===== src/rtl/seq_divider_pkg.sv =====
// Shared definitions for the sequential restoring divider: FSM encoding,
// default operand width and the hi/lo packing of the result word.
package seq_divider_pkg;

  localparam int DW_DEFAULT = 32;

  typedef enum logic [1:0] {
    IDLE   = 2'd0,
    BYZERO = 2'd1,
    ON     = 2'd2,
    END    = 2'd3
  } state_t;

  // Result word is {remainder, quotient}; each field is dw bits wide.
  localparam int LO_POS = 0;

  function automatic int hi_pos(input int dw);
    return dw;
  endfunction

  function automatic int lo_pos();
    return LO_POS;
  endfunction

endpackage


===== src/rtl/seq_divider_div_step.sv =====
// One restoring radix-2 division iteration: shift the next dividend bit into
// the partial remainder, trial-subtract the divisor, shift in the quotient bit.
module div_step
  import seq_divider_pkg::*;
#(
  parameter int DW = DW_DEFAULT
) (
  input  logic [DW-1:0] rem,
  input  logic [DW-1:0] quot,
  input  logic [DW-1:0] divisor,
  output logic [DW-1:0] rem_next,
  output logic [DW-1:0] quot_next
);

  logic [DW:0] trial;
  logic [DW:0] diff;

  always_comb begin
    trial = {rem, quot[DW-1]};
    diff  = trial - {1'b0, divisor};
    // A clear sign bit means the divisor fitted; the partial remainder is
    // always below the divisor, so the kept value fits back into DW bits.
    if (!diff[DW]) begin
      rem_next  = diff[DW-1:0];
      quot_next = {quot[DW-2:0], 1'b1};
    end else begin
      rem_next  = trial[DW-1:0];
      quot_next = {quot[DW-2:0], 1'b0};
    end
  end

endmodule


===== src/rtl/seq_divider.sv =====
// Multi-cycle signed/unsigned divider: one quotient bit per cycle on
// magnitudes, sign fix-up on the last step, divide-by-zero short path.
module seq_divider
  import seq_divider_pkg::*;
#(
  parameter int DW = DW_DEFAULT
) (
  input  logic            clk,
  input  logic            rst,
  input  logic            signed_div_i,
  input  logic [DW-1:0]   opdata1_i,
  input  logic [DW-1:0]   opdata2_i,
  input  logic            start_i,
  input  logic            annul_i,
  output logic [2*DW-1:0] result_o,
  output logic            ready_o
);

  localparam int CW = (DW > 1) ? $clog2(DW) : 1;
  localparam logic [CW-1:0] LAST = CW'(DW - 1);

  state_t state;
  state_t state_next;

  logic [CW-1:0]   cnt;
  logic [DW-1:0]   rem;
  logic [DW-1:0]   quot;
  logic [DW-1:0]   divisor;
  logic [DW-1:0]   dividend;
  logic            neg_q;
  logic            neg_r;
  logic [2*DW-1:0] res_q;

  logic [DW-1:0]   rem_n;
  logic [DW-1:0]   quot_n;
  logic            ready_next;
  logic [2*DW-1:0] result_next;

  div_step #(.DW(DW)) u_step (
    .rem       (rem),
    .quot      (quot),
    .divisor   (divisor),
    .rem_next  (rem_n),
    .quot_next (quot_n)
  );

  always_ff @(posedge clk) begin
    if (rst) state <= IDLE;
    else     state <= state_next;
  end

  always_comb begin
    state_next = state;
    if (annul_i) begin
      state_next = IDLE;
    end else begin
      unique case (state)
        IDLE:    if (start_i) state_next = (opdata2_i == '0) ? BYZERO : ON;
        BYZERO:  state_next = END;
        ON:      if (cnt == LAST) state_next = END;
        END:     if (ready_o && !start_i) state_next = IDLE;
        default: state_next = IDLE;
      endcase
    end
  end

  // The first END cycle always presents the result, so a request dropped
  // early still produces one ready pulse before returning to IDLE.
  always_comb begin
    ready_next  = 1'b0;
    result_next = '0;
    if (!annul_i && state == END && !(ready_o && !start_i)) begin
      ready_next  = 1'b1;
      result_next = res_q;
    end
  end

  always_ff @(posedge clk) begin
    if (rst) begin
      ready_o  <= 1'b0;
      result_o <= '0;
    end else begin
      ready_o  <= ready_next;
      result_o <= result_next;
    end
  end

  always_ff @(posedge clk) begin
    if (rst) begin
      cnt      <= '0;
      rem      <= '0;
      quot     <= '0;
      divisor  <= '0;
      dividend <= '0;
      neg_q    <= 1'b0;
      neg_r    <= 1'b0;
      res_q    <= '0;
    end else if (annul_i) begin
      cnt <= '0;
    end else begin
      unique case (state)
        IDLE: begin
          if (start_i) begin
            dividend <= opdata1_i;
            neg_q    <= signed_div_i & (opdata1_i[DW-1] ^ opdata2_i[DW-1]);
            neg_r    <= signed_div_i & opdata1_i[DW-1];
            quot     <= (signed_div_i && opdata1_i[DW-1]) ? (~opdata1_i + 1'b1) : opdata1_i;
            divisor  <= (signed_div_i && opdata2_i[DW-1]) ? (~opdata2_i + 1'b1) : opdata2_i;
            rem      <= '0;
            cnt      <= '0;
          end
        end
        BYZERO: begin
          res_q[hi_pos(DW) +: DW] <= dividend;
          res_q[lo_pos() +: DW]   <= '1;
        end
        ON: begin
          rem  <= rem_n;
          quot <= quot_n;
          cnt  <= cnt + 1'b1;
          if (cnt == LAST) begin
            res_q[hi_pos(DW) +: DW] <= neg_r ? (~rem_n + 1'b1) : rem_n;
            res_q[lo_pos() +: DW]   <= neg_q ? (~quot_n + 1'b1) : quot_n;
          end
        end
        default: ;
      endcase
    end
  end

endmodule


===== config.mk =====
export PLATFORM = sky130hd
export DESIGN_NAME = seq_divider
export DESIGN_NICKNAME = d
export VERILOG_FILES = /design/src/rtl/seq_divider_pkg.sv /design/src/rtl/seq_divider_div_step.sv /design/src/rtl/seq_divider.sv
export SDC_FILE = /design/constraint.sdc
export NUM_CORES = 1
export LEC_CHECK = 0
export BUFFER_PORTS_ARGS = -buffer_cell sky130_fd_sc_hd__buf_2
export CAP_MARGIN = 20
export CORE_MARGIN = 5
export CORE_UTILIZATION = 30
export CTS_CLUSTER_SIZE = 12
export DETAILED_ROUTE_END_ITERATION = 8
export GPL_TIMING_DRIVEN = 0
export MAX_ROUTING_LAYER = met4
export RECOVER_POWER = 100
export SLEW_MARGIN = 20
export SYNTH_ARGS = -nofsm -noshare
export SYNTH_HDL_FRONTEND = slang
export SYNTH_SLANG_ARGS = --single-unit
export TNS_END_PERCENT = 50

===== constraint.sdc =====
create_clock -name clk -period 7.55 [get_ports clk]
set_input_delay 1.51 -clock clk [delete_from_list [all_inputs] [get_ports clk]]
set_output_delay 1.51 -clock clk [all_outputs]
set_load 0.1 [all_outputs]

==> flow_metrics.py <==
metrics = {
    "synth": {
        "synth_nets": 2021,
        "synth_edf_count": 0,
        "yosysSeqAreaShare": 0.3530,
        "ys_seq_elements": 266,
        "synth_flop_cell": "dfxtp_1",
        "async_flop_share": 0,
        "yosysWarnings": 0,
        "post_synth.cell_area_avg_um2": 7.897,
        "ys_types": 91,
        "synth_area_mm2": 0.01508,
        "synth_cells": 1910,
    },
    "layout": {
        "stdcell_count": 2763,
        "fin_util": 0.3466,
        "diodes": 0,
        "syn_to_final_growth_pct": 14.81,
        "nNetsFinal": 2184,
        "drive_gt1_frac": 0.07700,
    },
    "setup_path": {
        "crit_arrival_ns": 7.43,
        "crit_path_end_kind": "flip-flop",
        "cp_max_fo": 10,
        "cp.required_ns": 8.02,
        "start_kind": "flip-flop",
        "critical_path_class": "reg2reg",
    },
    "placed_design": {
        "gp_congestion": 0.9592,
        "hpwl_mm": 43.22,
        "place_ws_ns": 0.9611,
        "placed_cells": 2713,
        "io_buffer_count": 131,
    },
    "die": {
        "dieHeight_um": 234.2,
        "die_area_mm2": 0.05486,
        "initial_core_util": 0.3019,
        "core_area_mm2": 0.04997,
        "row_count": 82,
        "io_pins": 134,
        "die_x_um": 234.2,
    },
    "sta": {
        "relSlewSlack": 0.1880,
        "tns_ns": 0,
        "tightest_slew_ns": 1.187,
        "finalSetupViolations": 0,
        "fmax_mhz": 143.7,
        "skew_ns": 0.02244,
        "hold_viol": 0,
        "fin_crit_sh": 0.9216,
        "worst_slack_ns": 0.5919,
        "fin_crit_ns": 6.958,
        "slew_violations": 0,
        "rsz0062_at_grt": "no",
    },
    "cts": {
        "cts_buffer_depth": 3,
        "root_buffer": "clkbuf_16",
        "clk_latency_ns": 0.60,
        "htree_levels": 1,
        "tritoncts": "built",
        "cts_resized": 0,
        "clk_pin_slew_worst_paths_ns": 0.06,
        "cts.hold.buffers_added": 0,
        "numCtsBuffers": 30,
        "cts_setup_buffers": 0,
        "cts.sinks": 266,
    },
    "drt": {
        "drtAntennaViolNets": 0,
        "drt_iter0_markers": 1091,
        "dr.pass1.iters": 5,
        "post_drt_wl_per_cell_um": 19.72,
        "num_vias": 14564,
        "drt-vias-per-instance": 5.271,
        "drcViolationCount": 0,
        "wl_mm": 54.48,
    },
    "status": {
        "status": "completed",
    },
    "global_route": {
        "grt_pass1_wl_mm": 81.75,
        "gr-total-overflow": 0,
        "grt_max_degree": 17,
        "antenna_found_initial": 0,
        "grt_pass1_vias": 14147,
        "grt_util_all_layers": 0.1956,
    },
    "run": {
        "max_cap_viol_count": 0,
    },
    "min_path": {
        "min_path_type": "reg2reg",
    },
    "power_and_ir_drop": {
        "powerDensity_mw_per_mm2": 205.4,
        "ir_drop_uv": 177.8,
        "power.leakage_nw": 6.220,
    },
}
-- worst max-delay path, cell delays in order (launching register included) --
cell	delay, ns
dfxtp_1	0.34
inv_1	0.11
ha_1	0.24
inv_1	0.07
fa_1	0.43
a211oi_1	0.32
o211ai_1	0.29
and3_1	0.34
o2111a_1	0.32
o21a_2	0.26
nor2_8	0.17
clkbuf_1	0.62
clkbuf_1	0.58
buf_2	0.45
mux2i_1	0.35
ha_1	0.32
inv_1	0.11
nor3_1	0.21
a31oi_1	0.18
a2111oi_4	0.41
a21oi_1	0.15
xnor2_1	0.15
a2111oi_0	0.41
-- area by class of cell --
| cell class | instances | area, um2 |
|---|---|---|
| Buffer | 121 | 563.0 |
| Multi-Input combinational cell | 1467 | 8932 |
| Clock inverter | 8 | 67.56 |
| Clock buffer | 42 | 805.8 |
| Inverter | 56 | 212.7 |
| Timing Repair Buffer | 131 | 569.3 |
| Sequential cell | 266 | 5325 |
| Tap cell | 672 | 840.8 |
| Fill cell | 5388 | 32650 |
-- sequential cells by signal, indices dropped and copies added, names as in the netlist --
name,cells
rem,32
cnt,5
quot,32
result_o,64
state,2
neg_r,1
divisor,32
ready_o,1
dividend,32
res_q,64
neg_q,1
-- logic make-up (layout without fill, tap and decap cells) --
logic type                 count (synthesis)  count (layout)  synth area share
muxes                                     37              37           0.02489
AOI/OAI and AO/OA                        523             523            0.2294
buffers and inverters                    177             358           0.05201
xor gates and xnor gates                 124             124           0.07200
adders and majority gates                 42              42           0.03534
DFF                                      266             266            0.3530
and+or+nand+nor                          741             741            0.2333
-- layout by cell type, fill, tap and decap left out, types with 9 or more instances in the layout --
cell type | synthesis | layout
o31ai_1 | 28 | 28
o21ai_0 | 113 | 116
or4_1 | 12 | 12
dfxtp_1 | 266 | 266
ha_1 | 41 | 41
a311oi_1 | 12 | 12
and3_1 | 9 | 10
and2_0 | 1 | 36
clkbuf_16 | 0 | 30
clkbuf_1 | 93 | 180
buf_2 | 7 | 68
a31oi_1 | 10 | 10
a21oi_1 | 152 | 152
xor2_1 | 70 | 70
nor4_1 | 20 | 20
nand3_1 | 18 | 18
a22oi_1 | 23 | 23
or2_2 | 10 | 10
nor3_1 | 40 | 41
mux2i_1 | 33 | 33
nand2_1 | 265 | 265
nor2_1 | 196 | 196
inv_1 | 55 | 55
a211oi_1 | 75 | 76
and2_1 | 76 | 41
xnor2_1 | 54 | 54
a21o_1 | 11 | 11
o211ai_1 | 10 | 11
nor2b_1 | 9 | 9
o41ai_1 | 9 | 10
or3_1 | 27 | 27
nand4_1 | 9 | 9
nand2b_1 | 14 | 14
-- worst paths after layout --
| check | from | end | slack, ns | cells after the start |
|---|---|---|---|---|
| max | quot[31]$_SDFFE_PP0P_ | res_q[58]$_SDFFE_PP0P_ | 0.59 | 22 |
| max reg2reg | quot[31]$_SDFFE_PP0P_ | res_q[58]$_SDFFE_PP0P_ | 0.59 | 22 |
| min | dividend[4]$_SDFFE_PP0P_ | dividend[4]$_SDFFE_PP0P_ | 0.45 | 2 |
| min reg2reg | dividend[4]$_SDFFE_PP0P_ | dividend[4]$_SDFFE_PP0P_ | 0.45 | 2 |
-- synthesized netlist by cell type (5+ instances only) --
library cell | number | area [um2]
dfxtp_1 | 266 | 5325
o21ai_1 | 5 | 25.02
o22ai_1 | 7 | 43.79
o21ai_0 | 113 | 565.5
buf_1 | 8 | 30.03
nor4_1 | 20 | 125.1
a311oi_1 | 12 | 105.1
buf_2 | 7 | 35.03
a211oi_1 | 75 | 563.0
a22oi_1 | 23 | 172.7
clkbuf_8 | 6 | 82.58
a21o_1 | 11 | 82.58
o31ai_1 | 28 | 210.2
or2_2 | 10 | 62.56
and3_1 | 9 | 56.30
o41ai_1 | 9 | 78.83
nand3b_1 | 6 | 45.04
nor3b_1 | 7 | 52.55
o211ai_1 | 10 | 75.07
nand4_1 | 9 | 56.30
mux2i_1 | 33 | 330.3
ha_1 | 41 | 513.0
nor3_1 | 40 | 200.2
or3_1 | 27 | 168.9
or4_1 | 12 | 90.09
inv_1 | 55 | 206.5
nand2b_1 | 14 | 87.58
nand2_1 | 265 | 994.7
and2_1 | 76 | 475.5
nor2b_1 | 9 | 56.30
a31oi_1 | 10 | 62.56
nor2_1 | 196 | 735.7
xnor2_1 | 54 | 473.0
buf_6 | 6 | 67.56
a21oi_1 | 152 | 760.7
xor2_1 | 70 | 613.1
o21a_1 | 7 | 52.55
clkbuf_1 | 93 | 349.1
nand3_1 | 18 | 90.09
-- power by group --
group / internal, mW / leakage (nW) / switching (mW) / total (mW)
Clock: 0.739 / 0.425 / 0.611 / 1.35
Combinational: 0.234 / 3.64 / 0.461 / 0.695
Sequential: 1.47 / 2.16 / 0.0462 / 1.51
-- metal layers --
layer  share of wire  vias to the layer above  wire length (um)  GRT usage
met5               0                        -                 0          -
met4           0.036                        0              1960    0.06313
met3           0.061                      106              3307    0.02797
met2            0.45                      487             24760     0.3169
met1            0.45                     6905             24450     0.2526
li1                -                     7066                 -          -
-- metrics by stage --
| stage | power [mW] | instance area, um2 | hold slack, ns |
|---|---|---|---|
| finish | 3.556 | 17320 | 0.4545 |
| global route | 3.708 | 17320 | 0.4705 |
| CTS | 3.583 | 17450 | 0.4538 |
| detailed placement | 2.232 | 16580 | 0.4461 |
| global placement | 2.221 | 16580 | 0.4388 |
| floorplan | 1.998 | 15080 | 0.4242 |
No activity file was read; power rests on OpenSTA's default activity.
